$ cat config.mk
export PLATFORM = sky130hd
export DESIGN_NAME = seg7_display_ctrl
export DESIGN_NICKNAME = d
export VERILOG_FILES = /design/src/rtl/seg7_display_ctrl.sv
export SDC_FILE = /design/constraint.sdc
export NUM_CORES = 1
export LEC_CHECK = 0
export ABC_AREA = 1
export CAP_MARGIN = 20
export CORE_MARGIN = 2
export CORE_UTILIZATION = 48
export DETAILED_ROUTE_END_ITERATION = 10
export HOLD_SLACK_MARGIN = 0.12
export PLACE_DENSITY = 0.85
export SYNTH_ARGS = -nofsm -noshare
export SYNTH_HDL_FRONTEND = slang
export SYNTH_SLANG_ARGS = --single-unit
$ cat constraint.sdc
create_clock -name clk -period 3.95 [get_ports clk]
set_input_delay 0.79 -clock clk [delete_from_list [all_inputs] [get_ports clk]]
set_output_delay 0.79 -clock clk [all_outputs]
set_load 0.01 [all_outputs]
$ cat src/rtl/seg7_display_ctrl.sv
`default_nettype none
// ============================================================================
//  Module   : seg7_display_ctrl
//  Brief    : Hex 7-segment display controller with static per-digit drive,
//             optional time-multiplexed scan, per-digit blank/blink and
//             leading-zero suppression.
//  Revision : 1.0 - initial release
// ============================================================================
module seg7_display_ctrl #(
    parameter int DIGITS     = 8,
    parameter int MUX_MODE   = 0,
    parameter int SCAN_DIV   = 50000,
    parameter int BLINK_DIV  = 25,
    parameter int ACTIVE_LOW = 1
) (
    input  logic                  clk,
    input  logic                  reset,
    input  logic [4*DIGITS-1:0]   value,
    input  logic [DIGITS-1:0]     blank_mask,
    input  logic [DIGITS-1:0]     blink_mask,
    input  logic                  lz_en,
    input  logic                  load,
    output logic [7*DIGITS-1:0]   seg,
    output logic [6:0]            seg_mux,
    output logic [DIGITS-1:0]     dig_sel
);

    localparam int c_pw = (SCAN_DIV  > 1) ? $clog2(SCAN_DIV)  : 1;
    localparam int c_bw = (BLINK_DIV > 1) ? $clog2(BLINK_DIV) : 1;
    localparam int c_iw = (DIGITS    > 1) ? $clog2(DIGITS)    : 1;

    localparam logic [c_pw-1:0]   c_presc_last = c_pw'(SCAN_DIV - 1);
    localparam logic [c_bw-1:0]   c_blink_last = c_bw'(BLINK_DIV - 1);
    localparam logic [c_iw-1:0]   c_idx_last   = c_iw'(DIGITS - 1);
    // XOR mask doubles as the "all segments off" pattern for either polarity
    localparam logic [6:0]        c_seg_off    = (ACTIVE_LOW != 0) ? 7'h7F : 7'h00;
    localparam logic [DIGITS-1:0] c_sel_off    = (ACTIVE_LOW != 0) ? '1 : '0;

    // Active-high segment code for one hex nibble (bit0 = a ... bit6 = g)
    function automatic logic [6:0] hex_to_seg(input logic [3:0] nib);
        case (nib)
            4'h0:    hex_to_seg = 7'h3F;
            4'h1:    hex_to_seg = 7'h06;
            4'h2:    hex_to_seg = 7'h5B;
            4'h3:    hex_to_seg = 7'h4F;
            4'h4:    hex_to_seg = 7'h66;
            4'h5:    hex_to_seg = 7'h6D;
            4'h6:    hex_to_seg = 7'h7D;
            4'h7:    hex_to_seg = 7'h07;
            4'h8:    hex_to_seg = 7'h7F;
            4'h9:    hex_to_seg = 7'h6F;
            4'hA:    hex_to_seg = 7'h77;
            4'hB:    hex_to_seg = 7'h7C;
            4'hC:    hex_to_seg = 7'h39;
            4'hD:    hex_to_seg = 7'h5E;
            4'hE:    hex_to_seg = 7'h79;
            default: hex_to_seg = 7'h71;
        endcase
    endfunction

    logic [c_pw-1:0]     r_presc;
    logic [c_bw-1:0]     r_blink_cnt;
    logic                r_blink_phase;
    logic [4*DIGITS-1:0] r_value;
    logic [DIGITS-1:0]   r_blank;
    logic [DIGITS-1:0]   r_blink_en;
    logic                r_lz_en;
    logic [7*DIGITS-1:0] r_seg;

    logic                w_scan_tick;
    logic                w_upper_zero;
    logic [DIGITS-1:0]   w_blank;
    logic [6:0]          w_dig_seg [DIGITS];
    logic [7*DIGITS-1:0] w_seg_next;

    assign w_scan_tick = (r_presc == c_presc_last);

    // Scan prescaler: free-running 0..SCAN_DIV-1
    always_ff @(posedge clk or posedge reset) begin
        if (reset) begin
            r_presc <= '0;
        end else if (w_scan_tick) begin
            r_presc <= '0;
        end else begin
            r_presc <= r_presc + c_pw'(1);
        end
    end

    // Blink counter: counts scan ticks and flips the blink phase on wrap
    always_ff @(posedge clk or posedge reset) begin
        if (reset) begin
            r_blink_cnt   <= '0;
            r_blink_phase <= 1'b0;
        end else if (w_scan_tick) begin
            if (r_blink_cnt == c_blink_last) begin
                r_blink_cnt   <= '0;
                r_blink_phase <= ~r_blink_phase;
            end else begin
                r_blink_cnt <= r_blink_cnt + c_bw'(1);
            end
        end
    end

    // Capture registers: load strobe latches the whole display image at once;
    // reset leaves every digit blanked until the first load
    always_ff @(posedge clk or posedge reset) begin
        if (reset) begin
            r_value    <= '0;
            r_blank    <= '1;
            r_blink_en <= '0;
            r_lz_en    <= 1'b0;
        end else if (load) begin
            r_value    <= value;
            r_blank    <= blank_mask;
            r_blink_en <= blink_mask;
            r_lz_en    <= lz_en;
        end
    end

    // Per-digit blank decision; zero-run tracked from the most-significant
    // nibble down, with digit 0 exempt so a zero value still shows "0"
    always_comb begin
        w_upper_zero = 1'b1;
        w_blank      = '0;
        for (int i = DIGITS - 1; i >= 0; i--) begin
            w_upper_zero = w_upper_zero & (r_value[4*i +: 4] == 4'h0);
            w_blank[i]   = r_blank[i]
                         | (r_blink_en[i] & r_blink_phase)
                         | (r_lz_en & w_upper_zero & (i != 0));
        end
    end

    for (genvar gi = 0; gi < DIGITS; gi++) begin : g_dec
        assign w_dig_seg[gi] = w_blank[gi] ? c_seg_off
                                           : (hex_to_seg(r_value[4*gi +: 4]) ^ c_seg_off);
        assign w_seg_next[7*gi +: 7] = w_dig_seg[gi];
    end

    // Static segment outputs, one register stage after the capture registers
    always_ff @(posedge clk or posedge reset) begin
        if (reset) begin
            r_seg <= {DIGITS{c_seg_off}};
        end else begin
            r_seg <= w_seg_next;
        end
    end

    assign seg = r_seg;

    if (MUX_MODE != 0) begin : g_mux
        logic [c_iw-1:0]   r_index;     // slot to be shown at the next tick
        logic [c_iw-1:0]   r_disp_idx;  // slot currently shown on dig_sel
        logic              r_started;
        logic [6:0]        r_seg_mux;
        logic [DIGITS-1:0] r_dig_sel;
        logic [c_iw-1:0]   w_mux_idx;
        logic [DIGITS-1:0] w_onehot;

        // On a tick the segment bus follows the incoming slot so that
        // dig_sel and seg_mux switch on the same edge without ghosting
        assign w_mux_idx = w_scan_tick ? r_index : r_disp_idx;

        // One-hot of the slot being brought on at the next tick
        always_comb begin
            w_onehot           = '0;
            w_onehot[r_index]  = 1'b1;
        end

        // Scan sequencer: digit enable and segment bus, refreshed every
        // cycle so a mid-slot load reaches the bus without waiting a slot
        always_ff @(posedge clk or posedge reset) begin
            if (reset) begin
                r_index    <= '0;
                r_disp_idx <= '0;
                r_started  <= 1'b0;
                r_seg_mux  <= c_seg_off;
                r_dig_sel  <= c_sel_off;
            end else begin
                if (w_scan_tick) begin
                    r_index    <= (r_index == c_idx_last) ? '0 : r_index + c_iw'(1);
                    r_disp_idx <= r_index;
                    r_started  <= 1'b1;
                    r_dig_sel  <= w_onehot ^ c_sel_off;
                end
                r_seg_mux <= (w_scan_tick || r_started) ? w_dig_seg[w_mux_idx] : c_seg_off;
            end
        end

        assign seg_mux = r_seg_mux;
        assign dig_sel = r_dig_sel;
    end else begin : g_static
        assign seg_mux = c_seg_off;
        assign dig_sel = c_sel_off;
    end

endmodule
`default_nettype wire

Word-level counts from Yosys, hierarchy flattened

Memories as Yosys holds them, arrays and structs flattened.
Index checks and enable logic that the tools add are counted.
Widths: inputs -> output; s select.

Word-level logic and storage cells: 83
Input port bits: 52
Bits in registers: 127
Memories: 8
ROM bits: 896

$add $sub $neg: 2
Mux-type cells: 10
Reduce and logical (&&, ||, !) cells: 8
Bitwise operators: 45
Equal/unequal tests: 2

Memories:

| memory           | words | width | rd ports | clocked after Yosys merged registers in | write ports | line | source |
|---|---|---|---|---|---|---|---|
| (name not given) | 16    | 7     | 1        | 0                                       | 0           | 41   | `case (nib)` |
| (name not given) | 16    | 7     | 1        | 0                                       | 0           | 41   |  |
| (name not given) | 16    | 7     | 1        | 0                                       | 0           | 41   |  |
| (name not given) | 16    | 7     | 1        | 0                                       | 0           | 41   |  |
| (name not given) | 16    | 7     | 1        | 0                                       | 0           | 41   |  |
| (name not given) | 16    | 7     | 1        | 0                                       | 0           | 41   |  |
| +2 memories      | --    | --    | --       | --                                      | --          | --   |  |

Operators with widths:

| kind                  | count |
|---|---|
| $mux 7                | 8 |
| $not 7->7             | 8 |
| $logic_not 4->1       | 7 |
| $and 1x1->1           | 21 |
| $add 16x1->16 const B | 1 |
| $eq 16x16->1 const B  | 1 |
| $mux 16               | 1 |
| $or 1x1->1            | 15 |
| $add 5x1->5 const B   | 1 |
| $eq 5x5->1 const B    | 1 |
| $mux 5                | 1 |
| $reduce_and 2->1      | 1 |
| $not 1->1             | 1 |

Longest topological paths before layout

Gate-level depths: netlist of the first run.

Depth in word-level cells: 10
Mapped depth: 9
Gate-level depth less buffers: 9

Worst setup path before layout of the first run

No wires, ideal clock.

Path type: input to register
From: input port load
To: register r_blink_en[1]
Buffers on the path: 1
Arrival: 1.418 ns
Slack: 2.407 ns
Stages on the path: 2
Data required time: 3.825 ns
Path through: clkbuf_1 mux2_2

RTL lines:

| element              | line | source |
|---|---|---|
| start, declared      | 22   | `input logic load,` |
| end signal, assigned | 115  | `r_blink_en <= blink_mask;` |
| end, declared        | 66   | `logic [DIGITS-1:0] r_blink_en;` |

No word-level cell between the ends.

Final worst setup path of the first run

From: register r_seg[13], in the netlist seg[13]
To: output port seg[13]

RTL lines:

| element                | line | source |
|---|---|---|
| start, declared        | 68   | `logic [7*DIGITS-1:0] r_seg;` |
| start signal, assigned | 142  | `r_seg <= {DIGITS{c_seg_off}};` |
| start signal, assigned | 144  | `r_seg <= w_seg_next;` |
| end, declared          | 23   | `output logic [7*DIGITS-1:0] seg,` |

No word-level cell between the ends.

==> results of run 1 <==
flip-flops by register name (all words and copies together), names as in the netlist:
name and flops:
r_value 32, r_blink_cnt 5, r_blink_phase 1, r_lz_en 1, r_blink_en 8, seg 56
r_presc 16, r_blank 8
area by class of cell:
cell class	count	area, um2	area share, %
flip-flops and latches	127	3260	38.4
multi-input cells	511	2910	34.3
repair buffers	109	1090	12.9
clock buffers	19	453	5.34
inverters	93	354	4.17
well taps	180	225	2.65
clock inverters	13	186	2.20
path summary, 6_finish.rpt:
check / to / slack [ns] / cells past startpoint
max reg2reg: r_blink_phase / 1.97 / 8
max in group asynchronous: r_presc[11] / 2.53 / 3
min: r_presc[0] / 0.50 / 1
min reg2reg: r_presc[0] / 0.50 / 1
max: seg[13] / 1.66 / 1
min in group asynchronous: r_value[26] / 0.88 / 3
report_power, final:
group / leakage (nW) / internal [mW] / total [mW] / switching [mW]
clock: 0.302 / 1.09 / 1.67 / 0.582
combinational: 2.05 / 0.324 / 0.677 / 0.353
sequential: 1.46 / 1.50 / 1.59 / 0.0849
metal layers:
layer	vias to the layer above	global-route usage (%)
met4	0	8.55
li1	2677	-
met3	32	6.04
met5	-	0
met2	141	35.3
met1	2564	25.9
layout by cell type, fill, tap and decap left out, types with 15 or more instances in the layout:
master	Yosys	final
o21ai_0	78	78
dfstp_2	64	64
a21oi_1	42	42
nor2_1	50	50
clkdlybuf4s50_1	0	106
nand2_1	133	133
inv_1	84	83
dfrtp_1	63	63
conb_1	1	15
nand3_1	57	57
ha_1	43	43
clkbuf_16	0	17
logic make-up (layout without fill, tap and decap cells):
group                      count (synthesis)  in the layout  share of synthesized area [%]
DFF                                      127            127                           48.7
and+or+nand+nor                          280            280                           18.8
buffers and inverters                    129            234                           8.46
muxes                                     12             12                           2.02
AOI/OAI and AO/OA                        151            151                           12.5
other                                      1             15                         0.0561
xor gates and xnor gates                  10             10                           1.31
adders and majority gates                 43             43                           8.05
==> flow_metrics.env, run 1 <==
export IMPL_yosysSeqAreaShare_pct=48.7
export IMPL_cpPeakStageDelay_ns=0.54
export IMPL_final_util_pct=61.8
export IMPL_initialDrtViolationCount=374
export IMPL_cp_data_arrival_time_ns=1.50
export IMPL_fillCellCount=1108
export IMPL_pre_cts_ws_ns=1.74
export IMPL_max_slew_margin_pct=37.2
export IMPL_yosysTopAreaCellShare_pct=25.2
export IMPL_wl_met2_um=7470
export IMPL_syn_inst=753
export IMPL_drt_first_pass_iters=5
export IMPL_p_leak_nw=3.81
export IMPL_ys_types=43
export IMPL_ant_nets=0
export IMPL_drive_gt1_share_pct=15.5
export IMPL_tightest_slew_ns=0.942
export IMPL_areaGrowthSynthToFinish_pct=26.9
export IMPL_worstPathRequired_ns=3.16
export IMPL_hold_class="reg -> reg"
export IMPL_cts_tree="built"
export IMPL_synthTopCellsByCount="133 x nand2_1, 84 x inv_1, 78 x o21ai_0"
export IMPL_place_area_mm2=0.00784
export IMPL_clock_sinks=127
export IMPL_min_from="r_presc[0]"
export IMPL_wl_met1_um=6160
export IMPL_cp_max_fo=1
export IMPL_crit_chain="clkdlybuf4s50_1"
export IMPL_startpoint_type="register"
export IMPL_hold_viol=0
export IMPL_grt_antenna_before_repair=0
export IMPL_post_cts_setup_buffer_count=0
export IMPL_maxSlewViolCount=0
export IMPL_synth_edf_count=0
export IMPL_yosys_area_top_type="dfstp_2"
export IMPL_fin_cells=1052
export IMPL_startpoint="seg[13]"
export IMPL_drcViolationCount=0
export IMPL_gp_congestion=0.922
export IMPL_path_clk_slew_ns=0.06
export IMPL_holdWs_ns=0.499
export IMPL_start_util_pct=48.7
export IMPL_top_layer_used="met4"
export IMPL_setup_violations=0
export IMPL_clk_latency_ns=0.42
export IMPL_period_share_pct=57.9
export IMPL_synth_area_leaders="dfstp_2 25%, dfrtp_1 24%, ha_1 8.0%"
export IMPL_grt_overflow_total=0
export IMPL_critPathBufInv=1
export IMPL_vias_per_cell=5.15
export IMPL_grt_start_max_net_pins=128
export IMPL_num_rows=43
export IMPL_fin_area_mm2=0.00848
export IMPL_routed_wl_um=14700
export IMPL_post_drt_wl_per_cell_um=13.9
export IMPL_dp_cells=1020
export IMPL_r2r_start="r_presc[0]"
export IMPL_max_cap_violations=0
export IMPL_endpoint_kind="output pin"
export IMPL_finalPower_mw=3.93
export IMPL_rsz0062_at_grt="no"
export IMPL_critical_path_top_delay_family="buffers and inverters"
export IMPL_synth_area_mm2=0.00668
export IMPL_vias=5414
export IMPL_ys_flop_type="dfstp_2"
export IMPL_h_tree_depth=4
export IMPL_clockRootBuffer="clkbuf_16"
export IMPL_hpwl_um=10000
export IMPL_timing_worst_setup_path_type="reg -> out"
export IMPL_dieArea_mm2=0.0149
export IMPL_io_pins=123
export IMPL_synthArstFlopShare_pct=100
export IMPL_ys_ff_latch=127
export IMPL_tns_ns=0
export IMPL_cts_resized=0
export IMPL_fin_worst_skew_ns=0.00618
export IMPL_clock_path_buffers=2
export IMPL_grt_pass1_vias=5232
export IMPL_power_per_cell_area_mw_per_mm2=464
export IMPL_critPathSlowestCell="clkdlybuf4s50_1"
export IMPL_grt_pass1_wl_um=24600
export IMPL_fp_coreArea_mm2=0.0137
export IMPL_fin_nets=954
export IMPL_period_needed_ns=2.29
export IMPL_cts_hold_buf=0
export IMPL_yosys_warnings=0
export IMPL_avgSynthCellArea_um2=8.88
export IMPL_vdd_ir_drop_max_mv=0.254
export IMPL_timing_fmax_mhz=437
export IMPL_wl_met3_um=736
export IMPL_layout_setup_ws_ns=1.66
export IMPL_numCtsBuffers=17
export IMPL_die_w_um=122
export IMPL_die_y_um=122
export IMPL_port_buffers=107
export IMPL_num_antenna_cells=0
export IMPL_yosysMostFrequentCell="nand2_1"
export IMPL_status="completed"
export IMPL_track_usage_pct=21.2
Power figures use the tool's default switching activity.
==> inputs of run 2 (changes only) <==
Clock period 3.95 ns to 1.85 ns, I/O delays scaled along.
==> flow_metrics.env, run 2 (synthesis results as in run 1) <==
export IMPL_status="completed"
export IMPL_track_usage_pct=20.6
export IMPL_grt_antenna_before_repair=0
export IMPL_fin_worst_skew_ns=0.0107
export IMPL_crit_chain="clkdlybuf4s50_1"
export IMPL_max_cap_violations=0
export IMPL_fin_area_mm2=0.00854
export IMPL_die_w_um=122
export IMPL_drcViolationCount=0
export IMPL_routed_wl_um=14500
export IMPL_critPathSlowestCell="clkdlybuf4s50_1"
export IMPL_fin_nets=962
export IMPL_fp_coreArea_mm2=0.0137
export IMPL_wl_met1_um=6120
export IMPL_port_buffers=107
export IMPL_hold_viol=0
export IMPL_fillCellCount=1104
export IMPL_place_area_mm2=0.00793
export IMPL_r2r_start="r_value[20]"
export IMPL_min_to="r_value[24]"
export IMPL_fin_cells=1060
export IMPL_max_slew_margin_pct=60.7
export IMPL_hpwl_um=10300
export IMPL_vias=5513
export IMPL_cp_max_fo=1
export IMPL_tns_ns=0
export IMPL_critPathBufInv=1
export IMPL_num_rows=43
export IMPL_setup_violations=0
export IMPL_vdd_ir_drop_max_mv=0.702
export IMPL_cp_data_arrival_time_ns=1.45
export IMPL_period_needed_ns=1.82
export IMPL_cts_hold_buf=0
export IMPL_largest_reg_flops=56
export IMPL_grt_overflow_total=0
export IMPL_p_leak_nw=4.03
export IMPL_startpoint_type="register"
export IMPL_grt_pass1_wl_um=24000
export IMPL_reg2reg_to="seg[10]"
export IMPL_critical_path_top_delay_family="buffers and inverters"
export IMPL_clock_sinks=127
export IMPL_start_util_pct=48.7
export IMPL_worstPathRequired_ns=1.48
export IMPL_die_y_um=122
export IMPL_worst_hold_path_num_cells=3
export IMPL_layout_setup_ws_ns=0.0300
export IMPL_grt_start_max_net_pins=83
export IMPL_drt_first_pass_iters=5
export IMPL_h_tree_depth=4
export IMPL_dp_cells=1028
export IMPL_drive_gt1_share_pct=15.8
export IMPL_cpPeakStageDelay_ns=0.53
export IMPL_io_pins=123
export IMPL_dieArea_mm2=0.0149
export IMPL_tightest_slew_ns=0.590
export IMPL_final_common_cell="nand2_1"
export IMPL_clock_path_buffers=2
export IMPL_ant_nets=0
export IMPL_wl_met2_um=7230
export IMPL_endpoint_kind="output pin"
export IMPL_wl_met3_um=810
export IMPL_path_clk_slew_ns=0.05
export IMPL_pre_cts_ws_ns=0.167
export IMPL_areaGrowthSynthToFinish_pct=27.8
export IMPL_grt_pass1_vias=5216
export IMPL_numCtsBuffers=17
export IMPL_rsz0062_at_grt="no"
export IMPL_top_layer_used="met4"
export IMPL_post_drt_wl_per_cell_um=13.6
export IMPL_reg2regPathDepth=8
export IMPL_num_antenna_cells=0
export IMPL_period_share_pct=98.4
export IMPL_layout_common_cells="133 x nand2_1, 83 x inv_1, 78 x o21ai_0"
export IMPL_holdWs_ns=0.361
export IMPL_power_per_cell_area_mw_per_mm2=934
export IMPL_timing_fmax_mhz=549
export IMPL_initialDrtViolationCount=389
export IMPL_min_from="load"
export IMPL_maxSlewViolCount=0
export IMPL_hold_class="in -> reg"
export IMPL_timing_worst_setup_path_type="reg -> out"
export IMPL_clk_latency_ns=0.42
export IMPL_cts_tree="built"
export IMPL_r2r_setup_slack_ns=0.18
export IMPL_gp_congestion=0.937
export IMPL_vias_per_cell=5.20
export IMPL_clockRootBuffer="clkbuf_16"
==> run 2: worst max-delay path by stage <==
| stage | startpoint | end | slack [ns] | cells after the start |
|---|---|---|---|---|
| CTS | seg[24] | seg[24] | 0.002 | 1 |
| finish | seg[27] | seg[27] | 0.03 | 1 |
| detailed placement | r_value[20] | seg[10] | 0.17 | 8 |
| global route | seg[36] | seg[36] | 0.0005 | 1 |
| global placement | r_value[28] | seg[12] | 0.25 | 8 |
| floorplan | reset | r_blink_cnt[0] | -0.04 | 1 |
==> run 2: where the power goes <==
| group | total (mW) | internal (mW) | leakage, nW | switching (mW) |
|---|---|---|---|---|
| registers | 3.36 | 3.20 | 1.46 | 0.159 |
| clock network | 3.22 | 2.08 | 0.285 | 1.14 |
| logic | 1.39 | 0.626 | 2.28 | 0.767 |
==> run 2: area by class of cell <==
type / instances / area (um2) / share of cell area (%)
Inverter: 93 / 354 / 4.15
Sequential cell: 127 / 3260 / 38.2
Tap cell: 180 / 225 / 2.64
Multi-Input combinational cell: 511 / 2920 / 34.1
Clock inverter: 7 / 85.1 / 0.996
Clock buffer: 25 / 485 / 5.68
Timing Repair Buffer: 117 / 1220 / 14.2
==> run 2: worst min-delay path, delay by kind of cell <==
kind / cells / cell delay [ns]
AND/OR/NAND/NOR: 1 / 0.09
buffers and inverters: 1 / 0.20
AO/OA/AOI/OAI: 1 / 0.07
==> run 2: timing repair <==
item,CTS,global route
buffers inserted,0,0
endpoints found under the setup margin,24,32
resized for setup,24,28
==> run 2: layer usage <==
layer	vias up	track usage, %
met4	0	7.69
li1	2687	-
met5	-	0
met1	2631	25.7
met3	25	5.90
met2	170	33.9
==> run 2: metrics by stage <==
step	utilization, %	total power [mW]
after global placement	57.8	4.84
after global routing	62.2	8.37
after floorplan	-	4.21
after CTS	61.7	8.07
final	62.2	7.98
after detailed placement	57.8	4.87
